## config.mk

```make
export PLATFORM = sky130hd
export DESIGN_NAME = fpu_result_buffer
export DESIGN_NICKNAME = d
export VERILOG_FILES = /design/src/rtl/fpu_pkg.sv /design/src/rtl/fpu_classify.sv /design/src/rtl/fpu_result_buffer.sv
export SDC_FILE = /design/constraint.sdc
export NUM_CORES = 1
export LEC_CHECK = 0
export BUFFER_PORTS_ARGS = -buffer_cell sky130_fd_sc_hd__buf_2
export CORE_UTILIZATION = 40
export CTS_CLUSTER_SIZE = 20
export DETAILED_ROUTE_END_ITERATION = 8
export GPL_ROUTABILITY_DRIVEN = 0
export SETUP_SLACK_MARGIN = 0.5
export SLEW_MARGIN = 20
export SYNTH_ARGS = -nofsm -noshare
export SYNTH_HDL_FRONTEND = slang
export SYNTH_SLANG_ARGS = --single-unit
```

## constraint.sdc

```tcl
create_clock -name clk -period 6 [get_ports clk]
set_input_delay 0.6 -clock clk [delete_from_list [all_inputs] [get_ports clk]]
set_output_delay 0.6 -clock clk [all_outputs]
set_load 0.05 [all_outputs]
```

## src/rtl/fpu_pkg.sv

```systemverilog
// FP32 field layout, flag encoding and canonical constants shared by the FPU stages.
package fpu_pkg;

  localparam int unsigned SIGN_BIT = 31;
  localparam int unsigned EXP_MSB  = 30;
  localparam int unsigned EXP_LSB  = 23;
  localparam int unsigned MAN_W    = 23;
  localparam logic [7:0]  EXP_MAX  = 8'hFF;

  localparam int unsigned FLG_NAN  = 0;
  localparam int unsigned FLG_INF  = 1;
  localparam int unsigned FLG_ZERO = 2;
  localparam int unsigned FLG_SUB  = 3;
  localparam int unsigned FLG_SIGN = 4;
  localparam int unsigned FLG_W    = 5;

  // Bit order matches FLG_* indices: nan is bit 0, sign is bit 4.
  typedef struct packed {
    logic sign;
    logic sub;
    logic zero;
    logic inf;
    logic nan;
  } fp_flags_t;

  localparam logic [31:0] QNAN = 32'h7FC0_0000;
  localparam logic [31:0] PINF = 32'h7F80_0000;

endpackage : fpu_pkg

```

## src/rtl/fpu_classify.sv

```systemverilog
// Combinational FP32 classifier: NaN / Inf / zero / subnormal / sign.
module fpu_classify
  import fpu_pkg::*;
#(
  parameter int unsigned DATA_W = 32
) (
  input  logic [DATA_W-1:0] i_result,
  output fp_flags_t         o_flags
);

  logic [7:0]       w_exp;
  logic [MAN_W-1:0] w_man;
  logic             w_exp_max;
  logic             w_exp_zero;
  logic             w_man_zero;
  logic [FLG_W-1:0] w_vec;

  assign w_exp      = i_result[EXP_MSB:EXP_LSB];
  assign w_man      = i_result[MAN_W-1:0];
  assign w_exp_max  = (w_exp == EXP_MAX);
  assign w_exp_zero = (w_exp == 8'h00);
  assign w_man_zero = (w_man == '0);

  // Exponent/mantissa class decode; the four classes are mutually exclusive.
  always_comb begin
    w_vec           = '0;
    w_vec[FLG_NAN]  = w_exp_max  & ~w_man_zero;
    w_vec[FLG_INF]  = w_exp_max  &  w_man_zero;
    w_vec[FLG_ZERO] = w_exp_zero &  w_man_zero;
    w_vec[FLG_SUB]  = w_exp_zero & ~w_man_zero;
    w_vec[FLG_SIGN] = i_result[SIGN_BIT];
  end

  assign o_flags = fp_flags_t'(w_vec);

endmodule : fpu_classify

```

## src/rtl/fpu_result_buffer.sv

```systemverilog
// Result FIFO behind the FP32 adder: classifies each result at push time,
// queues {flags, result} and presents the head through valid/ready.
module fpu_result_buffer
  import fpu_pkg::*;
#(
  parameter int unsigned DEPTH  = 4,
  parameter int unsigned DATA_W = 32,
  parameter int unsigned CNT_W  = $clog2(DEPTH) + 1
) (
  input  logic              clk,
  input  logic              rst,
  input  logic              in_valid,
  input  logic [DATA_W-1:0] in_result,
  output logic              out_valid,
  input  logic              out_ready,
  output logic [DATA_W-1:0] out_result,
  output logic [4:0]        out_flags,
  output logic [CNT_W-1:0]  count,
  output logic [CNT_W-1:0]  free_slots,
  output logic              overflow,
  input  logic              clear_overflow
);

  localparam int unsigned PTR_W = $clog2(DEPTH);

  logic [DATA_W-1:0] r_data [DEPTH];
  fp_flags_t         r_flg  [DEPTH];
  logic [PTR_W-1:0]  r_wr_ptr;
  logic [PTR_W-1:0]  r_rd_ptr;
  logic [CNT_W-1:0]  r_count;
  logic              r_overflow;

  fp_flags_t         w_in_flags;
  logic              w_empty;
  logic              w_full;
  logic              w_pop;
  logic              w_push;
  logic              w_drop;
  logic [CNT_W-1:0]  w_count_nxt;

  fpu_classify #(
    .DATA_W (DATA_W)
  ) u_classify (
    .i_result (in_result),
    .o_flags  (w_in_flags)
  );

  assign w_empty = (r_count == '0);
  assign w_full  = (r_count == CNT_W'(DEPTH));
  assign w_pop   = ~w_empty & out_ready;
  assign w_push  = in_valid & (~w_full | w_pop);
  assign w_drop  = in_valid & w_full & ~w_pop;

  // Occupancy update; a full-and-pop push keeps the count at DEPTH.
  always_comb begin
    w_count_nxt = r_count;
    unique case ({w_push, w_pop})
      2'b10:   w_count_nxt = r_count + CNT_W'(1);
      2'b01:   w_count_nxt = r_count - CNT_W'(1);
      default: w_count_nxt = r_count;
    endcase
  end

  // Pointers and occupancy; pointers wrap modulo DEPTH by width.
  always_ff @(posedge clk) begin
    if (rst) begin
      r_wr_ptr <= '0;
      r_rd_ptr <= '0;
      r_count  <= '0;
    end else begin
      if (w_push) r_wr_ptr <= r_wr_ptr + PTR_W'(1);
      if (w_pop)  r_rd_ptr <= r_rd_ptr + PTR_W'(1);
      r_count <= w_count_nxt;
    end
  end

  // Entry storage, no reset needed; writes are suppressed during reset.
  always_ff @(posedge clk) begin
    if (!rst && w_push) begin
      r_data[r_wr_ptr] <= in_result;
      r_flg[r_wr_ptr]  <= w_in_flags;
    end
  end

  // Sticky overflow; a new drop takes priority over a clear.
  always_ff @(posedge clk) begin
    if (rst) begin
      r_overflow <= 1'b0;
    end else if (w_drop) begin
      r_overflow <= 1'b1;
    end else if (clear_overflow) begin
      r_overflow <= 1'b0;
    end
  end

  assign out_valid  = ~w_empty;
  assign out_result = w_empty ? '0   : r_data[r_rd_ptr];
  assign out_flags  = w_empty ? 5'b0 : r_flg[r_rd_ptr];
  assign count      = r_count;
  assign free_slots = CNT_W'(DEPTH) - r_count;
  assign overflow   = r_overflow;

endmodule : fpu_result_buffer

```

==> impl_results.md <==
- Number of port buffers: 81
- # rows: 44
- Crit path required time: 5.40 ns
- Worst R2R End: r_data[0][25]$_DFFE_PP_
- CTS Root Cell: clkbuf_16
- Final hold violations: 0
- Core footprint: 14,750 µm²
- IO Pins: 82
- Number of library cell types mapped by synthesis: 28
- GRT Util Overall: 15.71%
- Psw: 1.366 mW
- Worst slew pin tran: 1.018 ns
- Max Freq: 310.3 MHz
- Top cell type's share of synthesized area: 70.37%
- Layout cells sized above 1: 36.21%
- Synthesized cell area: 6145 µm²
- DR WL/cell: 18.97 µm
- Starting DRC count in detailed routing: 248
- RSZ-0062 raised after global routing: no
- Kind of critical path: reg2out
- Worst-skew pair later-pin latency: 0.42 ns
- Synth top area cells: edfxtp_1 70%, mux4_2 11%, and2_1 4.1%, dfxtp_1 3.3%, mux4_1 2.6%
- Seq pwr share: 36.5%
- Critical Path End Type: primary output
- Power density over cell area: 497.5 nW/µm²
- Finish-stage setup viols: 0
- Area grow syn2layout: 17.63%
- Synth Instances: 306
- Hold Buf Count CTS: 0
- Final slew viol count: 0
- Nets@finish: 438
- Clock slew at reported path FFs: 0.06 ns
- Comb pwr share: 36.3%
- Initial antenna violation count: 1
- Post-route cell area: 7228 µm²
- DR vias: 3,015
- DR vias/cell: 5.110
- R2R cell count: 7
- Post-CTS setup buffers: 0
- Post-synthesis sequential area ratio: 73.63%
- H-Tree Depth: 4
- Launching point of the worst reg2reg path: count[0]$_SDFFE_PP0P_
- Die span in y: 125.9 µm
- ANT cells: 0
- GR Overflow Total: 0
- Setup TNS Final: 0 ns
- CTS Buffer Depth: 2
- Starting Density: 41.65%
- Pint: 2.230 mW
- Yosys warning total: 0
- First-pass DRT Iterations: 4
- HP Class: in2reg
- Post-placement cell area: 6674 µm²
- Period utilisation layout: 53.71%
- CP Max Fanout: 37
- Max-slew headroom: 32.11%
- R2R Setup Slk: 3.05 ns
- Max cap viols: 0
- Hold path depth: 1
- DP Wirelength: 6664 µm
- Post-route antenna net violation count: 0
- Hold Path End: r_flg[1][4]$_DFFE_PP_
- Final wirelength: 11,200 µm
- Post-synth top area cell: edfxtp_1
- CTS tree: yes
- Syn nets: 351
- HP Start: in_result[31]
- Clock Sinks: 154
- Commonest non-fill, non-tap cell in the layout: edfxtp_1
- Total clock buffers created by CTS: 17
- Leak: 2.543 nW
- Final Skew: 0.006816 ns
- Largest net degree at the start of global routing: 38
- Die Area: 15,860 µm²
- Worst IR drop on VDD: 353.3 µV
- Syn Area/Cell: 20.08 µm²
- Post-route DRC: 0
- WP data arrival: 2.62 ns
- Post-CTS resize count: 0
- Status: completed
- Die Wd: 125.9 µm
- Type of origin of the critical path: flip-flop
- Vias in the first global route: 3,220
- First-pass GRT wire length: 17,750 µm
- Commonest non-fill, non-tap cells in the layout: 144 x edfxtp_1, 81 x buf_2, 36 x and2_1
- Number of synthesized register bits: 154
- Post-layout min period: 3.223 ns
- Sw Share: 37.98%
- Power share of the clock group: 27.3%
layer usage:
metal  global-route usage [%]  up-vias  wire length, µm
li1                         -     1395                -
met1                    19.87     1522             5083
met2                    24.86       80             5375
met3                    5.438       16              536
met4                    6.378        2              187
met5                        0        -               11
Yosys cell counts:
cell type,instances
xor2_1,1
inv_1,8
mux2i_1,2
nor2b_1,2
clkbuf_2,1
edfxtp_1,144
or4bb_1,1
mux4_1,6
nor4_1,8
nor3_1,3
dfxtp_1,10
nand4_1,3
clkbuf_1,4
a21boi_1,1
xnor2_1,4
ha_1,7
nand2b_1,3
nand2_1,4
buf_12,3
fa_1,1
nor2_1,11
o31ai_1,2
a32oi_1,1
buf_2,3
mux4_2,30
and2_1,40
buf_6,1
buf_4,2
layout make-up:
class / instances / area (µm²)
Clock inverter: 8 / 40.04
Clock buffer: 24 / 514.2
Multi-Input combinational cell: 130 / 1474
Timing Repair Buffer: 82 / 412.9
Tap cell: 184 / 230.2
Sequential cell: 154 / 4527
Inverter: 8 / 30.03
Fill cell: 1264 / 7526
power groups by stage:
| stage | combinational, mW | clock, mW | sequential, mW |
|---|---|---|---|
| after floorplan | 1.08 | 0 | 1.33 |
| after global placement | 1.32 | 0 | 1.33 |
| after detailed placement | 1.33 | 0 | 1.34 |
| after CTS | 1.33 | 1.00 | 1.31 |
| after global routing | 1.39 | 1.05 | 1.32 |
| final | 1.30 | 0.981 | 1.31 |
worst max-delay path, stage by stage, from the launching register on:
cell	delay [ns]
dfxtp_1	0.38
inv_1	0.11
ha_1	0.23
ha_1	0.22
inv_1	0.73
and2_1	0.27
buf_2	0.27
state kept, by name, indices dropped and copies added (netlist names), named ones only:
| name | flops |
|---|---|
| count | 3 |
| r_wr_ptr | 2 |
| r_rd_ptr | 2 |
| r_flg | 19 |
| r_data | 125 |
| overflow | 1 |
through the flow:
stage | setup slack [ns] | instances | total power, mW | utilization (%) | hold slack (ns)
floorplan | 2.752 | 306 | 2.407 | - | 0.4847
global placement | 3.117 | 558 | 2.647 | 45.23 | 0.4712
detailed placement | 2.965 | 558 | 2.661 | 45.23 | 0.4686
CTS | 2.666 | 590 | 3.647 | 48.99 | 0.3824
global route | 2.520 | 590 | 3.764 | 48.99 | 0.3811
finish | 2.777 | 590 | 3.596 | 48.99 | 0.4019
kinds of logic after synthesis:
family / Yosys count / share of synthesized area, %
multiplexers: 38 / 13.89
AO/OA/AOI/OAI: 4 / 0.5091
flip-flops: 154 / 73.63
adder cells (fa/ha/maj): 8 / 1.751
buffers and inverters: 22 / 2.464
XOR/XNOR: 5 / 0.7127
AND/OR/NAND/NOR: 75 / 7.045
worst max-delay path by stage:
stage	to	from	slack [ns]	cells past startpoint
floorplan	r_data[0][0]$_DFFE_PP_	count[0]$_SDFFE_PP0P_	2.75	7
global placement	r_data[1][27]$_DFFE_PP_	count[0]$_SDFFE_PP0P_	3.12	7
detailed placement	r_data[1][27]$_DFFE_PP_	count[0]$_SDFFE_PP0P_	2.96	7
CTS	out_result[7]	count[0]$_SDFFE_PP0P_	2.67	6
global route	out_flags[4]	count[0]$_SDFFE_PP0P_	2.52	6
finish	out_result[2]	count[0]$_SDFFE_PP0P_	2.78	6
No activity file was read; power rests on OpenSTA's default activity.
